File: config.mk
export PLATFORM = sky130hd
export DESIGN_NAME = procb_buf
export DESIGN_NICKNAME = d
export VERILOG_FILES = /design/src/rtl/procb_buf_pkg.sv /design/src/rtl/procb_buf_ptrs.sv /design/src/rtl/procb_buf.sv
export SDC_FILE = /design/constraint.sdc
export NUM_CORES = 1
export LEC_CHECK = 0
export ABC_AREA = 1
export BUFFER_PORTS_ARGS = -buffer_cell sky130_fd_sc_hd__buf_2
export CORE_MARGIN = 4
export CORE_UTILIZATION = 65
export CTS_CLUSTER_SIZE = 20
export DETAILED_ROUTE_END_ITERATION = 10
export HOLD_SLACK_MARGIN = 0.02
export PLACE_DENSITY = 0.8
export SLEW_MARGIN = 10
export SYNTH_ARGS = -nofsm -noshare
export SYNTH_HDL_FRONTEND = slang
export SYNTH_SLANG_ARGS = --single-unit
File: constraint.sdc
create_clock -name CLK -period 3.8 [get_ports CLK]
set_clock_uncertainty 0.1 [all_clocks]
set_input_delay 0.76 -clock CLK [delete_from_list [all_inputs] [get_ports CLK]]
set_output_delay 0.76 -clock CLK [all_outputs]
set_load 0.03 [all_outputs]
File: src/rtl/procb_buf_pkg.sv
// procb_buf_pkg
//   Shared definitions for the process_bytes record buffer: record layout,
//   default depth and a small helper that turns a maximum value into the
//   MSB index needed to hold it.
package procb_buf_pkg;

  // Record layout: {addr, bytes_cnt, finish_ctx}, addr in the top bits.
  localparam int PROCB_ADDR_W   = 16;
  localparam int PROCB_CNT_W    = 8;
  localparam int PROCB_D_WIDTH  = PROCB_ADDR_W + PROCB_CNT_W + 1;

  // Field positions inside a packed record.
  localparam int PROCB_FIN_LSB  = 0;
  localparam int PROCB_CNT_LSB  = 1;
  localparam int PROCB_ADDR_LSB = PROCB_CNT_LSB + PROCB_CNT_W;

  // Default number of records held per thread.
  localparam int PROCB_DEPTH_DEF = 4;

  typedef struct packed {
    logic [PROCB_ADDR_W-1:0] addr;
    logic [PROCB_CNT_W-1:0]  bytes_cnt;
    logic                    finish_ctx;
  } procb_rec_t;

  // Index of the highest set bit of v (0 for v <= 1), i.e. the MSB index of
  // a counter whose largest value is v.
  function automatic int msb(input int v);
    int r;
    r = 0;
    for (int i = 0; i < 31; i++) begin
      if (((v >> i) & 1) != 0) r = i;
    end
    return r;
  endfunction

endpackage

File: src/rtl/procb_buf_ptrs.sv
// procb_buf_ptrs
//   Pointer set of one thread's FIFO partition: write, commit (rd) and
//   lookup pointers, each with one extra wrap bit so full and empty are
//   distinguishable.
// Ports:
//   clk_i, rst_i     clock, asynchronous active-high reset
//   wr_inc_i         accept one record at the write pointer
//   lk_inc_i         advance the lookup pointer
//   commit_i         retire the oldest looked-up record
//   rollback_i       return the lookup pointer to the commit pointer
//   clr_i            clear all pointers (wins over every other strobe)
//   wr_idx_o         RAM slot of the next write
//   lk_idx_o         RAM slot of the next lookup
//   full_o           registered full flag
//   empty_o          nothing left to look up
module procb_buf_ptrs
  import procb_buf_pkg::*;
#(
  parameter int PROCB_DEPTH     = PROCB_DEPTH_DEF,
  parameter int PROCB_DEPTH_MSB = msb(PROCB_DEPTH - 1)
) (
  input  logic                     clk_i,
  input  logic                     rst_i,
  input  logic                     wr_inc_i,
  input  logic                     lk_inc_i,
  input  logic                     commit_i,
  input  logic                     rollback_i,
  input  logic                     clr_i,
  output logic [PROCB_DEPTH_MSB:0] wr_idx_o,
  output logic [PROCB_DEPTH_MSB:0] lk_idx_o,
  output logic                     full_o,
  output logic                     empty_o
);

  localparam int PTR_W = PROCB_DEPTH_MSB + 2;
  localparam logic [PTR_W-1:0] DEPTH_P = PTR_W'(PROCB_DEPTH);

  logic [PTR_W-1:0] wr_ptr_q, wr_ptr_d;
  logic [PTR_W-1:0] rd_ptr_q, rd_ptr_d;
  logic [PTR_W-1:0] lk_ptr_q, lk_ptr_d;
  logic             full_q, full_d;

  always_comb begin
    wr_ptr_d = wr_ptr_q + PTR_W'(wr_inc_i);
    rd_ptr_d = rd_ptr_q + PTR_W'(commit_i);
    // Rollback restores the pre-commit rd pointer; a lookup is never
    // accepted in a rollback cycle so the two cannot collide.
    lk_ptr_d = rollback_i ? rd_ptr_q : (lk_ptr_q + PTR_W'(lk_inc_i));
    if (clr_i) begin
      wr_ptr_d = '0;
      rd_ptr_d = '0;
      lk_ptr_d = '0;
    end
    // Full follows the updated pointers so a write and a commit on the
    // same edge are both reflected.
    full_d = ((wr_ptr_d - rd_ptr_d) == DEPTH_P);
  end

  always_ff @(posedge clk_i or posedge rst_i) begin
    if (rst_i) begin
      wr_ptr_q <= '0;
      rd_ptr_q <= '0;
      lk_ptr_q <= '0;
      full_q   <= 1'b0;
    end else begin
      wr_ptr_q <= wr_ptr_d;
      rd_ptr_q <= rd_ptr_d;
      lk_ptr_q <= lk_ptr_d;
      full_q   <= full_d;
    end
  end

  assign wr_idx_o = wr_ptr_q[PROCB_DEPTH_MSB:0];
  assign lk_idx_o = lk_ptr_q[PROCB_DEPTH_MSB:0];
  assign full_o   = full_q;
  assign empty_o  = (lk_ptr_q == wr_ptr_q);

endmodule

File: src/rtl/procb_buf.sv
// procb_buf
//   Per-thread FIFO of process_bytes records. The writer pushes records
//   tagged with a thread number; the reader looks records up ahead of time
//   and commits or discards each lookup on the following cycle.
// Ports:
//   CLK, RST        clock, asynchronous active-high reset
//   wr_thread_num   thread written by wr_en/din
//   wr_en, din      write strobe and record
//   full            per-thread registered full flags
//   rd_thread_num   thread served by the reader
//   lookup_en       take the record at the lookup pointer
//   rd_en           commit the lookup made on the previous cycle
//   rd_rst          clear all pointers of rd_thread_num
//   lookup_empty    no record left to look up for rd_thread_num
//   dout            record at the lookup pointer of rd_thread_num
//   err             sticky protocol error
module procb_buf
  import procb_buf_pkg::*;
#(
  parameter int N_THREADS       = 4,
  parameter int N_THREADS_MSB   = msb(N_THREADS - 1),
  parameter int PROCB_DEPTH     = PROCB_DEPTH_DEF,
  parameter int PROCB_DEPTH_MSB = msb(PROCB_DEPTH - 1)
) (
  input  logic                     CLK,
  input  logic                     RST,
  input  logic [N_THREADS_MSB:0]   wr_thread_num,
  input  logic                     wr_en,
  input  logic [PROCB_D_WIDTH-1:0] din,
  output logic [N_THREADS-1:0]     full,
  input  logic [N_THREADS_MSB:0]   rd_thread_num,
  input  logic                     lookup_en,
  input  logic                     rd_en,
  input  logic                     rd_rst,
  output logic                     lookup_empty,
  output logic [PROCB_D_WIDTH-1:0] dout,
  output logic                     err
);

  localparam int THR_W = N_THREADS_MSB + 1;
  localparam int IDX_W = PROCB_DEPTH_MSB + 1;

  logic [N_THREADS-1:0][IDX_W-1:0] wr_idx;
  logic [N_THREADS-1:0][IDX_W-1:0] lk_idx;
  logic [N_THREADS-1:0]            full_v;
  logic [N_THREADS-1:0]            empty_v;

  logic             pending_q, pending_d;
  logic [THR_W-1:0] pend_thr_q, pend_thr_d;
  logic             err_q, err_d;

  logic same_thr;
  logic wr_ok;
  logic commit_now;
  logic rollback_now;
  logic lookup_ok;

  assign lookup_empty = empty_v[rd_thread_num];
  assign full         = full_v;
  assign err          = err_q;

  // rd_rst on the thread being written swallows the write.
  assign same_thr     = (wr_thread_num == rd_thread_num);
  assign wr_ok        = wr_en & ~full_v[wr_thread_num] & ~(rd_rst & same_thr);
  assign commit_now   = pending_q & rd_en;
  assign rollback_now = pending_q & ~rd_en;
  // A lookup in a rollback cycle would race the pointer restore; refuse it.
  assign lookup_ok    = lookup_en & ~lookup_empty & ~rollback_now & ~rd_rst;

  always_comb begin
    pending_d  = lookup_ok;
    pend_thr_d = lookup_ok ? rd_thread_num : pend_thr_q;
    err_d      = err_q;
    if (wr_en & full_v[wr_thread_num] & ~(rd_rst & same_thr)) err_d = 1'b1;
    if (~rd_rst) begin
      if (lookup_en & (lookup_empty | rollback_now)) err_d = 1'b1;
      if (rd_en & ~pending_q) err_d = 1'b1;
    end
  end

  always_ff @(posedge CLK or posedge RST) begin
    if (RST) begin
      pending_q  <= 1'b0;
      pend_thr_q <= '0;
      err_q      <= 1'b0;
    end else begin
      pending_q  <= pending_d;
      pend_thr_q <= pend_thr_d;
      err_q      <= err_d;
    end
  end

  // One pointer set per thread, each fed with strobes decoded for it.
  generate
    for (genvar gi = 0; gi < N_THREADS; gi++) begin : g_thr
      logic wr_sel, rd_sel, pd_sel;
      assign wr_sel = (wr_thread_num == THR_W'(gi));
      assign rd_sel = (rd_thread_num == THR_W'(gi));
      assign pd_sel = (pend_thr_q == THR_W'(gi));

      procb_buf_ptrs #(
        .PROCB_DEPTH     (PROCB_DEPTH),
        .PROCB_DEPTH_MSB (PROCB_DEPTH_MSB)
      ) u_ptrs (
        .clk_i      (CLK),
        .rst_i      (RST),
        .wr_inc_i   (wr_ok & wr_sel),
        .lk_inc_i   (lookup_ok & rd_sel),
        .commit_i   (commit_now & pd_sel),
        .rollback_i (rollback_now & pd_sel),
        .clr_i      (rd_rst & rd_sel),
        .wr_idx_o   (wr_idx[gi]),
        .lk_idx_o   (lk_idx[gi]),
        .full_o     (full_v[gi]),
        .empty_o    (empty_v[gi])
      );
    end
  endgenerate

  // Distributed RAM: thread number selects the partition, pointer the slot.
  // Read is asynchronous so dout tracks the lookup pointer with no latency.
  logic [PROCB_D_WIDTH-1:0] mem_q [N_THREADS*PROCB_DEPTH];
  logic [THR_W+IDX_W-1:0]   wr_addr;
  logic [THR_W+IDX_W-1:0]   rd_addr;

  assign wr_addr = {wr_thread_num, wr_idx[wr_thread_num]};
  assign rd_addr = {rd_thread_num, lk_idx[rd_thread_num]};

  always_ff @(posedge CLK) begin
    if (wr_ok) mem_q[wr_addr] <= din;
  end

  assign dout = mem_q[rd_addr];

endmodule

==> metrics.cfg, run 1 <==
[status]
status=complete, no violations

[sta]
layout_min_cycle_time_ps=3570
postLayoutSetupSlackWorst_ps=233
drv_slew=0
worst_pin_slew_ps=586
final_hold_viol_count=0
rsz0062_at_grt=no
relSlewSlack_pct=60.9
timing.fmax_mhz=280
period_share_pct=93.9
setup_viol=0
fin_setup_tns_ps=0

[logic_synthesis]
muxShareOfSynthArea_pct=0
synth-adder-area-share_pct=1.95
synth_cells=2027
synth_nets=2094
synth-xor-area-share_pct=0.938
synth_edf_count=400
yosys_most_used_dff=edfxtp_1
syn_area_per_cell_um2=10.1
synth_top_family_by_area=simple AND/OR/NAND/NOR gates
synth_compound_area_share_pct=0.792
synth.yosys.seq_area_share_pct=63.8
ys_warn_count=0
synth-seq-cells=444
synth_simple_gate_area_share_pct=24.2
synthArstFlopShare_pct=9.91
syn_area_mm2=0.0205
synth_cell_type_count=29

[pwr]
irDropWorstVdd_mv=0.458
leakage_nw=10.2
p_per_area_mw_per_mm2=599

[global_routing]
grt_pass1_wl_um=76200
grt.total_usage_pct=28.6
antenna_found_initial=2
grt_pass1_vias=14100
grt_remaining_overflow=0
grt_max_degree=89

[clock_network]
ctsHtreeMaxLevel=2
clock-sinks=444
clk_latency_ps=540
root_buffer=clkbuf_16
cts_made_buffers=44
clkTransAtPathRegs_ps=60
clockBufferDepth=3
tritoncts=done

[floorplanning]
num_rows=64
coreArea_mm2=0.0309
die_w_um=186
fp.dieH_um=186
die_area_mm2=0.0345
initial_utilization_pct=66.5
ioPinCount=66

[layout]
areaGrowthSynthToFinish_pct=12.5
fillers=2050
drive_gt1_share_pct=9.65
layout.nets=2156
final_cell_area_mm2=0.0231
fin_cells=2522

[route]
drtPass1Iterations=6
ant_nets=0
drt_iter0_markers=1781
dr_total_vias=14600
via_per_inst=5.77
drcViolationCount=0
wl_per_cell_um=19.4
routed_wl_um=49000

[critical_path]
crit_fanout=53
crit_path_frequent_cell=nand2_1
crit_chain=buf_2, inv_2, nand2_1, nand2_1, nand2_4, buf_16, buf_4, nand3b_1, nand3_1, nand2_1, nand2_1, nand2_1, inv_1, nand2_1, buf_2
critical_path_class=in2out
crit_required_ps=2940
crit_path_top_delay_cell=buf_16
endpoint_kind=output port
crit_arrival_ps=2710
crit_path_start_kind=primary input
slowest_delay_ps=270

[place]
place_ws_ps=257
portBuffers=65
hpwl_um=27700
place_inst=2439
dpl_cell_area_mm2=0.0217
place_congestion=0.894

[hold_path]
worst_hold_path_type=in2async

[flow_run]
maxCapViolCount=0

worst max-delay path: cells and delay by family:
family	cells	cell delay, ps
AND/OR/NAND/NOR	9	780
buffers and inverters	6	1140
final timing paths:
check	from	endpoint	slack, ps	cells past startpoint
worst max-delay path	rd_thread_num[0]	dout[23]	230	15
worst min-delay path	RST	err$_DFF_PP0_	250	3
min in group CLK	g_thr[3].u_ptrs.rd_ptr_q[1]$_DFF_PP0_	g_thr[3].u_ptrs.lk_ptr_q[1]$_DFF_PP0_	430	2
worst max register to register	g_thr[0].u_ptrs.full_o$_DFF_PP0_	g_thr[1].u_ptrs.full_o$_DFF_PP0_	1140	16
worst min register to register	g_thr[3].u_ptrs.rd_ptr_q[1]$_DFF_PP0_	g_thr[3].u_ptrs.lk_ptr_q[1]$_DFF_PP0_	430	2
max in group asynchronous	RST	g_thr[0].u_ptrs.rd_ptr_q[2]$_DFF_PP0_	2940	3
metal layers:
| layer | part of all wire (%) | GRT usage, % |
|---|---|---|
| met1 | 39 | 39.3 |
| met2 | 49 | 47.9 |
| met3 | 9.1 | 4.46 |
| met4 | 2.7 | 8.86 |
| met5 | 0.027 | 0 |
area by class of cell:
| cell class | count | area [µm²] | share of cell area, % |
|---|---|---|---|
| tap | 396 | 495 | 2.14 |
| multi-input combinational | 1169 | 5870 | 25.4 |
| clock inverter | 30 | 253 | 1.09 |
| inverter | 314 | 1180 | 5.10 |
| antenna | 1 | 2.50 | 0.0108 |
| sequential | 444 | 13100 | 56.8 |
| timing repair buffer | 116 | 1020 | 4.40 |
| clock buffer | 52 | 1170 | 5.08 |
cells by family after synthesis:
| kind of cell | Yosys count |
|---|---|
| buffers and inverters | 414 |
| AO/OA/AOI/OAI | 31 |
| XOR/XNOR | 22 |
| AND/OR/NAND/NOR | 1084 |
| adder cells (fa/ha/maj) | 32 |
| flip-flops | 444 |
sequential cells by signal, indices dropped and copies added (netlist names):
register and count:
g_thr.u_ptrs.rd_ptr_q 12, g_thr.u_ptrs.lk_ptr_q 12, mem_q 400, pending_q 1, g_thr.u_ptrs.full_o 4, g_thr.u_ptrs.wr_ptr_q 12
err 1, pend_thr_q 2
layout by cell type (no fill, tap or decap):
cell type,synthesis,final
nand2_1,615,612
edfxtp_1,400,400
inv_1,311,309
nand3_1,233,233
nand3b_1,150,150
buf_2,81,65
nor2_1,70,54
clkbuf_16,0,46
dfrtp_1,44,44
ha_1,32,32
buf_4,10,27
buf_12,0,23
nor2_4,3,19
xor2_1,17,17
o21ai_0,16,16
clkinv_1,1,16
a21oi_1,9,9
nor3_1,8,8
clkinv_2,0,8
clkbuf_1,4,6
xnor2_1,5,5
nand2_4,1,4
bufinv_16,0,4
o21ai_1,3,3
inv_2,2,3
nand4_1,2,2
clkinvlp_4,0,2
diode_2,0,1
o21bai_1,1,1
nor3b_1,1,1
a22oi_1,1,1
o211ai_1,1,1
nor2_2,1,1
clkinv_8,0,1
clkinv_4,0,1
buf_16,0,1
metrics by stage:
stage | hold WS [ps] | power [mW] | utilization (%)
floorplan | 387 | 8.49 | -
global placement | 404 | 9.44 | 70.1
detailed placement | 412 | 9.58 | 70.1
CTS | 267 | 13.8 | 74.7
global route | 305 | 14.5 | 74.7
finish | 250 | 13.8 | 74.7
cells in the mapped netlist (2+ instances only):
cell type  number  share of area (%)
nand2_1       615                 11
edfxtp_1      400                 58
inv_1         311                5.7
nand3_1       233                5.7
nand3b_1      150                5.5
buf_2          81                2.0
nor2_1         70                1.3
dfrtp_1        44                5.4
ha_1           32                1.9
xor2_1         17               0.72
o21ai_0        16               0.39
buf_4          10               0.37
a21oi_1         9               0.22
nor3_1          8               0.19
xnor2_1         5               0.21
buf_1           4              0.073
clkbuf_1        4              0.073
nor2_4          3               0.16
o21ai_1         3              0.073
inv_2           2              0.037
nand4_1         2              0.061
power by group:
part / switching, mW / internal (mW) / leakage [nW]
registers: 0.192 / 5.64 / 4.20
logic: 2.52 / 1.20 / 5.35
clock network: 1.82 / 2.48 / 0.695
total: 4.53 / 9.32 / 10.2
timing repair:
action	in CTS	in global routing
hold buffers	0	0
setup endpoints to repair	0	1
resized for setup	0	2
setup buffers	0	0
Note: power is estimated with default switching activity, not from simulation.
==> inputs of run 2 (changes only) <==
ABC_AREA = default   (was 1)
RECOVER_POWER = 25   (was default)
==> metrics.cfg, run 2 <==
[critical_path]
endpoint_kind=output port
crit_arrival_ps=3110
worstReg2RegEnd=g_thr[0].u_ptrs.lk_ptr_q[2]$_DFF_PP0_
crit_fanout=23
reg2reg_depth=13
crit_required_ps=2940
startpoint=g_thr[3].u_ptrs.lk_ptr_q[1]$_DFF_PP0_
rrSetupSlack_ps=1060
reg2reg_from=g_thr[3].u_ptrs.lk_ptr_q[1]$_DFF_PP0_
critical_path_class=reg2out
crit_path_start_kind=flip-flop
critPathCapture=dout[3]

[floorplanning]
coreArea_mm2=0.0280
die_w_um=177
ioPinCount=66
initial_utilization_pct=66.4
die_area_mm2=0.0314
num_rows=61
fp.dieH_um=177

[layout]
drive_gt1_share_pct=23.6
final_cell_area_mm2=0.0215
final_common_cell=edfxtp_1
final_cell_mix=edfxtp_1, mux2i_1, buf_4
layout.nets=1195
fillers=1600
fin_util_pct=76.7
antenna_cells=0
largest_register=mem_q
areaGrowthSynthToFinish_pct=15.5
largest_register_ffs=400

[clock_network]
cts_made_buffers=44
clkTransAtPathRegs_ps=60
tritoncts=done
clock-sinks=444
clockBufferDepth=3
clk_latency_ps=530
root_buffer=clkbuf_16
ctsHtreeMaxLevel=2

[logic_synthesis]
synth.largest_area_cell=edfxtp_1
synthArstFlopShare_pct=9.91
ys_warn_count=0
synth_nets=1051
synth_cells=984
synth_edf_count=400
synth.yosys.seq_area_share_pct=70.5
yosys_most_used_dff=edfxtp_1
synth_top_area_share_pct=64.6
synth-seq-cells=444
yosysMostFrequentCell=edfxtp_1
synthTopCellsByCount=edfxtp_1, mux2i_1, nor2_1
synth_cell_type_count=36
ys_top_cells_by_area=edfxtp_1, mux2i_1, mux4_2
syn_area_mm2=0.0186
syn_area_per_cell_um2=18.9

[place]
hpwl_um=21100
place_congestion=0.794
dpl_cell_area_mm2=0.0197
portBuffers=65

[global_routing]
grt_pass1_vias=9719
grt_max_degree=60
grt.total_usage_pct=24.4
grt_remaining_overflow=0
grt_pass1_wl_um=56800
antenna_found_initial=0

[status]
failed_checks=setup timing
status=complete, but fails checks

[sta]
drv_slew=0
timing.fmax_mhz=252
setup_viol=25
rsz0062_at_grt=yes
final_hold_viol_count=0
layout_min_cycle_time_ps=3970
postLayoutSetupSlackWorst_ps=-172
fin_setup_tns_ps=-2890
relSlewSlack_pct=35.0
period_share_pct=105
worst_pin_slew_ps=975

[route]
routed_wl_um=37800
drcViolationCount=0
ant_nets=0
wl_per_cell_um=24.6
drt_iter0_markers=736
drtPass1Iterations=4
via_per_inst=6.05
dr_total_vias=9324

[pwr]
p_per_area_mw_per_mm2=628
irDropWorstVdd_mv=0.457
leakage_nw=7.35
finalPower_mw=13.5

[flow_run]
maxCapViolCount=0

[hold_path]
worst_hold_path_type=in2async

-- run 2: cell types whose count changed in the layout (fill, tap and decap cells not counted), moves of 44 or more --
cell	change
buf_4	+44
mux4_2	+53
nand3_1	-227
nand3b_1	-150
nand2_1	-597
mux2i_1	+223
inv_1	-295
-- run 2: per-stage QoR --
stage	hold slack (ps)	worst slack, ps	std cells
final	259	-172	1541
after global routing	306	-242	1541
after CTS	271	-154	1536
after detailed placement	368	-150	1448
after global placement	348	-138	1448
after floorplan	393	90.3	984
-- run 2: worst min-delay path by stage --
stage | from | slack, ps | to
final | RST | 260 | g_thr[1].u_ptrs.rd_ptr_q[2]$_DFF_PP0_
after global routing | RST | 310 | g_thr[1].u_ptrs.rd_ptr_q[2]$_DFF_PP0_
after CTS | RST | 270 | g_thr[1].u_ptrs.rd_ptr_q[2]$_DFF_PP0_
after detailed placement | err$_DFF_PP0_ | 370 | err$_DFF_PP0_
after global placement | err$_DFF_PP0_ | 350 | err$_DFF_PP0_
after floorplan | g_thr[3].u_ptrs.rd_ptr_q[0]$_DFF_PP0_ | 390 | g_thr[3].u_ptrs.lk_ptr_q[0]$_DFF_PP0_
-- run 2: logic make-up after synthesis --
kind of cell / after synthesis / share of synthesized area (%)
XOR/XNOR: 34 / 1.60
flip-flops: 444 / 70.5
AO/OA/AOI/OAI: 8 / 0.309
buffers and inverters: 60 / 3.23
multiplexers: 290 / 19.3
adder cells (fa/ha/maj): 32 / 2.15
AND/OR/NAND/NOR: 116 / 2.88
-- run 2: critical path: stages, from the launching register on --
cell     delay, ps
dfrtp_1        400
mux4_4         730
buf_12         220
buf_12         180
mux2i_1        160
mux4_2         490
mux2i_1        200
buf_4          190
-- run 2: power breakdown --
group	switching, mW	internal (mW)
combinational	1.69	1.50
sequential	0.194	5.71
clock	1.76	2.66
-- run 2: area by class of cell --
| class | instances | area [µm²] | area share (%) |
|---|---|---|---|
| Clock buffer | 56 | 1210 | 5.62 |
| Inverter | 16 | 60.1 | 0.279 |
| Timing Repair Buffer | 142 | 1300 | 6.03 |
| Sequential cell | 444 | 13100 | 61.0 |
| Multi-Input combinational cell | 480 | 5060 | 23.5 |
| Clock inverter | 25 | 283 | 1.32 |
| Tap cell | 378 | 473 | 2.20 |
-- run 2: routing by layer --
metal / track usage, % / wire length (µm)
met1: 33.1 / 15200
met2: 41.6 / 19400
met4: 7.35 / 923
met5: 0 / 0
met3: 3.95 / 2310
-- run 2: timing repair --
item / in CTS / in global routing
endpoints found under the setup margin: 25 / 25
hold buffers: 0 / 0
buffers inserted: 5 / 2
gates cloned: 2 / 3
gates resized for setup: 34 / 19
